### config.mk
export PLATFORM = sky130hd
export DESIGN_NAME = game_flow_ctrl
export DESIGN_NICKNAME = d
export VERILOG_FILES = /design/src/rtl/game_flow_ctrl.sv
export SDC_FILE = /design/constraint.sdc
export NUM_CORES = 1
export LEC_CHECK = 0
export CAP_MARGIN = 30
export CORE_MARGIN = 1
export CORE_UTILIZATION = 61
export CTS_CLUSTER_SIZE = 8
export DETAILED_ROUTE_END_ITERATION = 10
export PLACE_DENSITY = 0.84
export SETUP_SLACK_MARGIN = 0.1
export SYNTH_ARGS = -nofsm -noshare
export SYNTH_HDL_FRONTEND = slang
export SYNTH_SLANG_ARGS = --single-unit
### constraint.sdc
create_clock -name CLOCK_50 -period 6.06 [get_ports CLOCK_50]
set_input_delay 1.212 -clock CLOCK_50 [delete_from_list [all_inputs] [get_ports CLOCK_50]]
set_output_delay 1.212 -clock CLOCK_50 [all_outputs]
set_load 0.02 [all_outputs]
### src/rtl/game_flow_ctrl.sv
// Pac-Man game-flow FSM: lives, level, pills, power timer, N-ghost collisions; EXTRA_LIFE_EN adds bonus lives.
// Latency: every output is registered, one CLOCK_50 cycle after the inputs/state that cause it.
// Backpressure: none; pill pulses outside PLAY are dropped and PAUSED freezes all timers.
module game_flow_ctrl #(
    parameter int N_GHOSTS         = 2,
    parameter int X_W              = 6,
    parameter int Y_W              = 5,
    parameter int START_LIVES      = 3,
    parameter int MAX_LIVES        = 7,
    parameter int PILLS_TOTAL      = 300,
    parameter int RESUME_CYCLES    = 250000000,
    parameter int CLEAR_CYCLES     = 100000000,
    parameter int FRIGHT_CYCLES    = 300000000,
    parameter int EXTRA_LIFE_PILLS = 1000,
    parameter int LIVES_W          = $clog2(MAX_LIVES + 1),
    parameter int PILL_W           = $clog2(PILLS_TOTAL + 1)
) (
    input  logic                      CLOCK_50,
    input  logic                      reset,
    input  logic                      start,
    input  logic                      pause,
    input  logic [X_W-1:0]            pac_x,
    input  logic [Y_W-1:0]            pac_y,
    input  logic [N_GHOSTS*X_W-1:0]   ghost_x,
    input  logic [N_GHOSTS*Y_W-1:0]   ghost_y,
    input  logic                      pill_eaten,
    input  logic                      power_eaten,
    output logic                      sprite_reset,
    output logic                      map_wr_reset,
    output logic                      ghost_enable,
    output logic                      frightened,
    output logic [N_GHOSTS-1:0]       ghost_eaten,
    output logic                      life_lost,
    output logic [LIVES_W-1:0]        lives,
    output logic [3:0]                level,
    output logic [PILL_W-1:0]         pills_left,
    output logic [2:0]                state
);

    localparam int DLY_MAX = (RESUME_CYCLES > CLEAR_CYCLES) ? RESUME_CYCLES : CLEAR_CYCLES;
    localparam int DLY_W   = (DLY_MAX > 1) ? $clog2(DLY_MAX) : 1;
    localparam int FR_W    = (FRIGHT_CYCLES > 1) ? $clog2(FRIGHT_CYCLES) : 1;

    localparam logic [DLY_W-1:0]   RESUME_LD  = DLY_W'(RESUME_CYCLES - 1);
    localparam logic [DLY_W-1:0]   CLEAR_LD   = DLY_W'(CLEAR_CYCLES - 1);
    localparam logic [FR_W-1:0]    FRIGHT_LD  = FR_W'(FRIGHT_CYCLES - 1);
    localparam logic [LIVES_W-1:0] LIVES_INIT = LIVES_W'(START_LIVES);
    localparam logic [LIVES_W-1:0] LIVES_MAX  = LIVES_W'(MAX_LIVES);
    localparam logic [PILL_W-1:0]  PILLS_INIT = PILL_W'(PILLS_TOTAL);

    typedef enum logic [2:0] {
        ST_IDLE   = 3'd0,
        ST_PLAY   = 3'd1,
        ST_RESUME = 3'd2,
        ST_CLEAR  = 3'd3,
        ST_PAUSED = 3'd4,
        ST_OVER   = 3'd5
    } state_t;

    state_t               st_q, st_d;
    logic [DLY_W-1:0]     dly_q, dly_d;
    logic [FR_W-1:0]      fr_cnt_q, fr_cnt_d;
    logic                 fright_d;
    logic [LIVES_W-1:0]   lives_d, lives_mid;
    logic [3:0]           level_d;
    logic [PILL_W-1:0]    pills_d;
    logic [N_GHOSTS-1:0]  ghost_eaten_d;
    logic                 life_lost_d;
    logic [N_GHOSTS-1:0]  hit, hit_prev;
    logic                 pill_any;

`ifdef EXTRA_LIFE_EN
    localparam int XL_W = (EXTRA_LIFE_PILLS > 1) ? $clog2(EXTRA_LIFE_PILLS) : 1;
    localparam logic [XL_W-1:0] XL_LAST = XL_W'(EXTRA_LIFE_PILLS - 1);
    // Position within the current bonus-life block of pills; survives level changes.
    logic [XL_W-1:0] xl_q, xl_d;
`endif

    assign state    = st_q;
    assign pill_any = pill_eaten | power_eaten;

    always_comb begin
        hit = '0;
        for (int i = 0; i < N_GHOSTS; i++) begin
            hit[i] = (ghost_x[i*X_W +: X_W] == pac_x) && (ghost_y[i*Y_W +: Y_W] == pac_y);
        end
    end

    always_comb begin
        st_d          = st_q;
        dly_d         = dly_q;
        fr_cnt_d      = fr_cnt_q;
        fright_d      = frightened;
        lives_d       = lives;
        lives_mid     = lives;
        level_d       = level;
        pills_d       = pills_left;
        ghost_eaten_d = '0;
        life_lost_d   = 1'b0;
`ifdef EXTRA_LIFE_EN
        xl_d          = xl_q;
`endif
        case (st_q)
            ST_IDLE: begin
                if (start) begin
                    st_d    = ST_PLAY;
                    lives_d = LIVES_INIT;
                    level_d = 4'd1;
                    pills_d = PILLS_INIT;
`ifdef EXTRA_LIFE_EN
                    xl_d    = '0;
`endif
                end
            end
            ST_PLAY: begin
                if (pill_any && pills_left != '0) pills_d = pills_left - PILL_W'(1);
`ifdef EXTRA_LIFE_EN
                if (pill_any) begin
                    if (xl_q == XL_LAST) begin
                        xl_d = '0;
                        if (lives != LIVES_MAX) lives_mid = lives + LIVES_W'(1);
                    end else begin
                        xl_d = xl_q + XL_W'(1);
                    end
                end
`endif
                lives_d = lives_mid;
                if (power_eaten) begin
                    fr_cnt_d = FRIGHT_LD;
                    fright_d = 1'b1;
                end else if (frightened) begin
                    if (fr_cnt_q == '0) fright_d = 1'b0;
                    else                fr_cnt_d = fr_cnt_q - FR_W'(1);
                end
                if (frightened) ghost_eaten_d = hit & ~hit_prev;
                // A lethal hit outranks level clear and pause; the award above lands first.
                if (!frightened && hit != '0) begin
                    life_lost_d = 1'b1;
                    fright_d    = 1'b0;
                    fr_cnt_d    = '0;
                    if (lives_mid > LIVES_W'(1)) begin
                        lives_d = lives_mid - LIVES_W'(1);
                        st_d    = ST_RESUME;
                        dly_d   = RESUME_LD;
                    end else begin
                        lives_d = '0;
                        st_d    = ST_OVER;
                    end
                end else if (pills_d == '0) begin
                    st_d     = ST_CLEAR;
                    dly_d    = CLEAR_LD;
                    fright_d = 1'b0;
                    fr_cnt_d = '0;
                end else if (pause && hit == '0) begin
                    st_d = ST_PAUSED;
                end
            end
            ST_RESUME: begin
                if (dly_q == '0) begin
                    if (pills_left == '0) begin
                        st_d  = ST_CLEAR;
                        dly_d = CLEAR_LD;
                    end else begin
                        st_d  = ST_PLAY;
                    end
                end else begin
                    dly_d = dly_q - DLY_W'(1);
                end
            end
            ST_CLEAR: begin
                if (dly_q == '0) begin
                    level_d = (level == 4'd15) ? level : level + 4'd1;
                    pills_d = PILLS_INIT;
                    st_d    = ST_RESUME;
                    dly_d   = RESUME_LD;
                end else begin
                    dly_d = dly_q - DLY_W'(1);
                end
            end
            ST_PAUSED: begin
                if (!pause) st_d = ST_PLAY;
            end
            ST_OVER: begin
                st_d = ST_OVER;
            end
            default: st_d = ST_IDLE;
        endcase
    end

    always_ff @(posedge CLOCK_50 or posedge reset) begin
        if (reset) begin
            st_q         <= ST_IDLE;
            dly_q        <= '0;
            fr_cnt_q     <= '0;
            frightened   <= 1'b0;
            lives        <= LIVES_INIT;
            level        <= 4'd0;
            pills_left   <= PILLS_INIT;
            ghost_eaten  <= '0;
            life_lost    <= 1'b0;
            hit_prev     <= '0;
            sprite_reset <= 1'b1;
            map_wr_reset <= 1'b1;
            ghost_enable <= 1'b0;
        end else begin
            st_q         <= st_d;
            dly_q        <= dly_d;
            fr_cnt_q     <= fr_cnt_d;
            frightened   <= fright_d;
            lives        <= lives_d;
            level        <= level_d;
            pills_left   <= pills_d;
            ghost_eaten  <= ghost_eaten_d;
            life_lost    <= life_lost_d;
            hit_prev     <= hit;
            // Strobes follow the state one cycle late so consumers see a clean registered edge.
            sprite_reset <= (st_q == ST_IDLE) || (st_q == ST_RESUME) || (st_q == ST_CLEAR);
            map_wr_reset <= (st_q == ST_IDLE) || (st_q == ST_CLEAR) || (st_q == ST_OVER);
            ghost_enable <= (st_q == ST_PLAY);
        end
    end

`ifdef EXTRA_LIFE_EN
    always_ff @(posedge CLOCK_50 or posedge reset) begin
        if (reset) xl_q <= '0;
        else       xl_q <= xl_d;
    end
`endif

endmodule

==> results.toml <==
[critical_path]
worst_path_largest_cell_delay_ns = 0.57
crit_buf_inv = 2
path_cells = "clkdlybuf4s50_1 > buf_4 > nor2_1 > a21oi_1 > nand2_1 > o22ai_1 > nand4_1 > a21o_1 > o32a_1"
critical-path-top-delay-family = "compound AO/OA/AOI/OAI gates"
cpMaxStageDelayCell = "a21oi_1"
crit_type = "primary input to flop"
start_kind = "primary input"
arrival_ns = 4.68
end_kind = "flop"
path_max_fanout = 21
required_ns = 6.30

[route]
drtIter0Drc = 291
drc = 0
viasPerCell = 6.46
vias = 5010
wire_per_inst_um = 17.2
drt-total-wl_um = 13400
antenna_left = 0
first_pass_iters = 5

[clock_tree]
cts.path.max_buffers = 2
numCtsBuffers = 9
cts_resized = 0
h-tree-depth = 3
cts_tree = "done"
clk_latency_ns = 0.37
cts_hold_buf = 0
cts_setup_buffers = 0
clk_pin_slew_worst_paths_ns = 0.09
cts_root_buf = "clkbuf_8"
clkSinkCount = 85

[timing]
finalHoldViolCount = 0
setup_viol = 0
relSlewSlack_pct = 48.7
max_freq_ghz = 0.225
skew_ns = 0.0146
tightest_slew_ns = 0.766
tns_ns = 0
slew_viol_final = 0
post-route-period-util_pct = 73.2
rsz0062_at_grt = "no"
whs_ns = 0.407
min_period_ns = 4.44

[global_route]
grt_start_max_net_pins = 57
grt_pass1_wl_um = 22600
grt_use_total_pct = 31.9
use_met2_pct = 55.0
grt_overflow = 0
grtUsageMet3_pct = 4.75
grt_pass1_vias = 4801
grt.busiest_layer = "met2"
met1_usage_pct = 40.9
antenna_found_initial = 0

[finish]
fin_nets = 712
seq_area_sq_mm = 0.00214
multiInputGateArea_sq_mm = 0.00287
drive_gt1_share_pct = 8.49
area_growth_pct = 17.7
nFillCells = 613
n_antenna_cell = 0
final_area_sq_mm = 0.00621

[logic_synthesis]
synthTopCellsByArea = "dfrtp_1 37%, nor2_1 5.4%, dfstp_2 4.0%"
synthCells = 613
yosysSeqAreaShare_pct = 40.5
ys.flop_type = "dfrtp_1"
synth_fp_nets = 659
synth.avg_cell_area_sq_um = 8.60
synthArstFlopShare_pct = 100
synth_top_area_share_pct = 36.5
yosysTopAreaCell = "dfrtp_1"
ys_seq_elements = 85
yosys.cell_types.count = 71
yosys_warnings = 0
synth_edf_count = 0
syn-cell-area_sq_mm = 0.00527

[floorplanning]
std_cell_rows = 33
start_util_pct = 63.5
coreArea_sq_mm = 0.00830
ios = 65
die_h_um = 95.0
die-area_sq_mm = 0.00902
die_w_um = 95.0

[placed_design]
port_buffers = 64
dpl_cell_area_sq_mm = 0.00598
gp_congestion = 0.875
hpwl_um = 9450

[power_and_ir_drop]
peakVddDrop_mv = 0.252
p_leak_nw = 2.43
p_per_area_mw_per_mm2 = 411

[hold_path]
hold_class = "flop to flop"

[status]
status = "finished, final reports clean"

[flow_run]
drv_cap = 0
## Yosys cell counts, drive strengths merged, types with 9 or more instances
cell type   n
a21oi      28
a31oi      11
buf        10
clkbuf     19
dfrtp      77
inv        35
nand2      46
nand3      21
nor2       76
nor3       22
nor4       11
o21ai      39
o221ai      9
o22ai      18
o31ai      21
or3        21
xor2       22
## area by class of cell
class,instances,share of cell area (%)
timing repair buffer,71,11.5
multi-input combinational,464,46.2
clock inverter,7,1.65
sequential,85,34.4
tap,105,2.12
inverter,35,2.14
clock buffer,9,2.00
## path summary, 6_finish.rpt
path                                             to  slack, ns  cells after the start                   from
max                            dly_q[9]$_DFFE_PP0P_       1.62                      9            power_eaten
min                        ghost_eaten[0]$_DFF_PP0_       0.41                      1  hit_prev[0]$_DFF_PP0_
max reg2reg                   dly_q[18]$_DFFE_PP0P_       2.28                      7  dly_q[22]$_DFFE_PP0P_
min reg2reg                ghost_eaten[0]$_DFF_PP0_       0.41                      1  hit_prev[0]$_DFF_PP0_
max in group asynchronous      lives[1]$_DFFE_PP1P_       4.17                      4                  reset
min in group asynchronous  fr_cnt_q[27]$_DFFE_PP0P_       1.22                      3                  reset
## registers in the layout, summed over array words and instances (netlist names)
| signal | flops |
|---|---|
| state | 3 |
| dly_q | 28 |
| pills_left | 9 |
| map_wr_reset | 1 |
| ghost_eaten | 2 |
| frightened | 1 |
| level | 4 |
| hit_prev | 2 |
| sprite_reset | 1 |
| ghost_enable | 1 |
| fr_cnt_q | 29 |
| life_lost | 1 |
| lives | 3 |
## routing by layer
metal / up-vias / wire (um) / share of wire (%)
met5: - / 0 / 0
met1: 2413 / 5610 / 42
li1: 2384 / - / -
met3: 33 / 653 / 4.9
met4: 0 / 285 / 2.1
met2: 180 / 6830 / 51
## report_power, final
group	internal, mW	switching [mW]
Clock	0.239	0.225
Combinational	0.454	0.672
Sequential	0.736	0.224
Total	1.43	1.12
## cell families after synthesis
| kind of cell | Yosys count | synth area share [%] |
|---|---|---|
| simple gates | 242 | 23.2 |
| compound gates | 190 | 25.2 |
| flops | 85 | 40.5 |
| buf+inv | 64 | 5.15 |
| xor+xnor | 23 | 3.82 |
| fa+ha+maj | 7 | 1.66 |
| mux | 2 | 0.403 |
## through the flow
step	setup slack [ns]	std cells	utilization (%)	power, mW
3_3_place_gp	1.47	756	71.4	2.01
2_1_floorplan	2.67	613	-	1.72
5_1_grt	1.38	776	74.8	2.71
6_report	1.62	776	74.8	2.55
4_1_cts	1.67	776	74.8	2.53
3_5_place_dp	1.35	760	72.1	2.07
## cells in the final DEF, fill, tap and decap left out, types with 7 or more instances in the layout
master           instances
dfrtp_1                 77
nor2_1                  76
clkdlybuf4s50_1         64
nand2_1                 44
inv_1                   34
o21ai_0                 34
a21oi_1                 28
xor2_1                  22
nor3_1                  21
nand3_1                 21
o31ai_1                 20
or3_1                   18
o22ai_1                 18
nor4_1                  11
a31oi_1                 11
o221ai_1                 9
clkbuf_8                 9
a21o_1                   8
o41ai_1                  8
nand4_1                  8
dfstp_2                  8
a211oi_1                 7
ha_1                     7
Power figures use the tool's default switching activity.
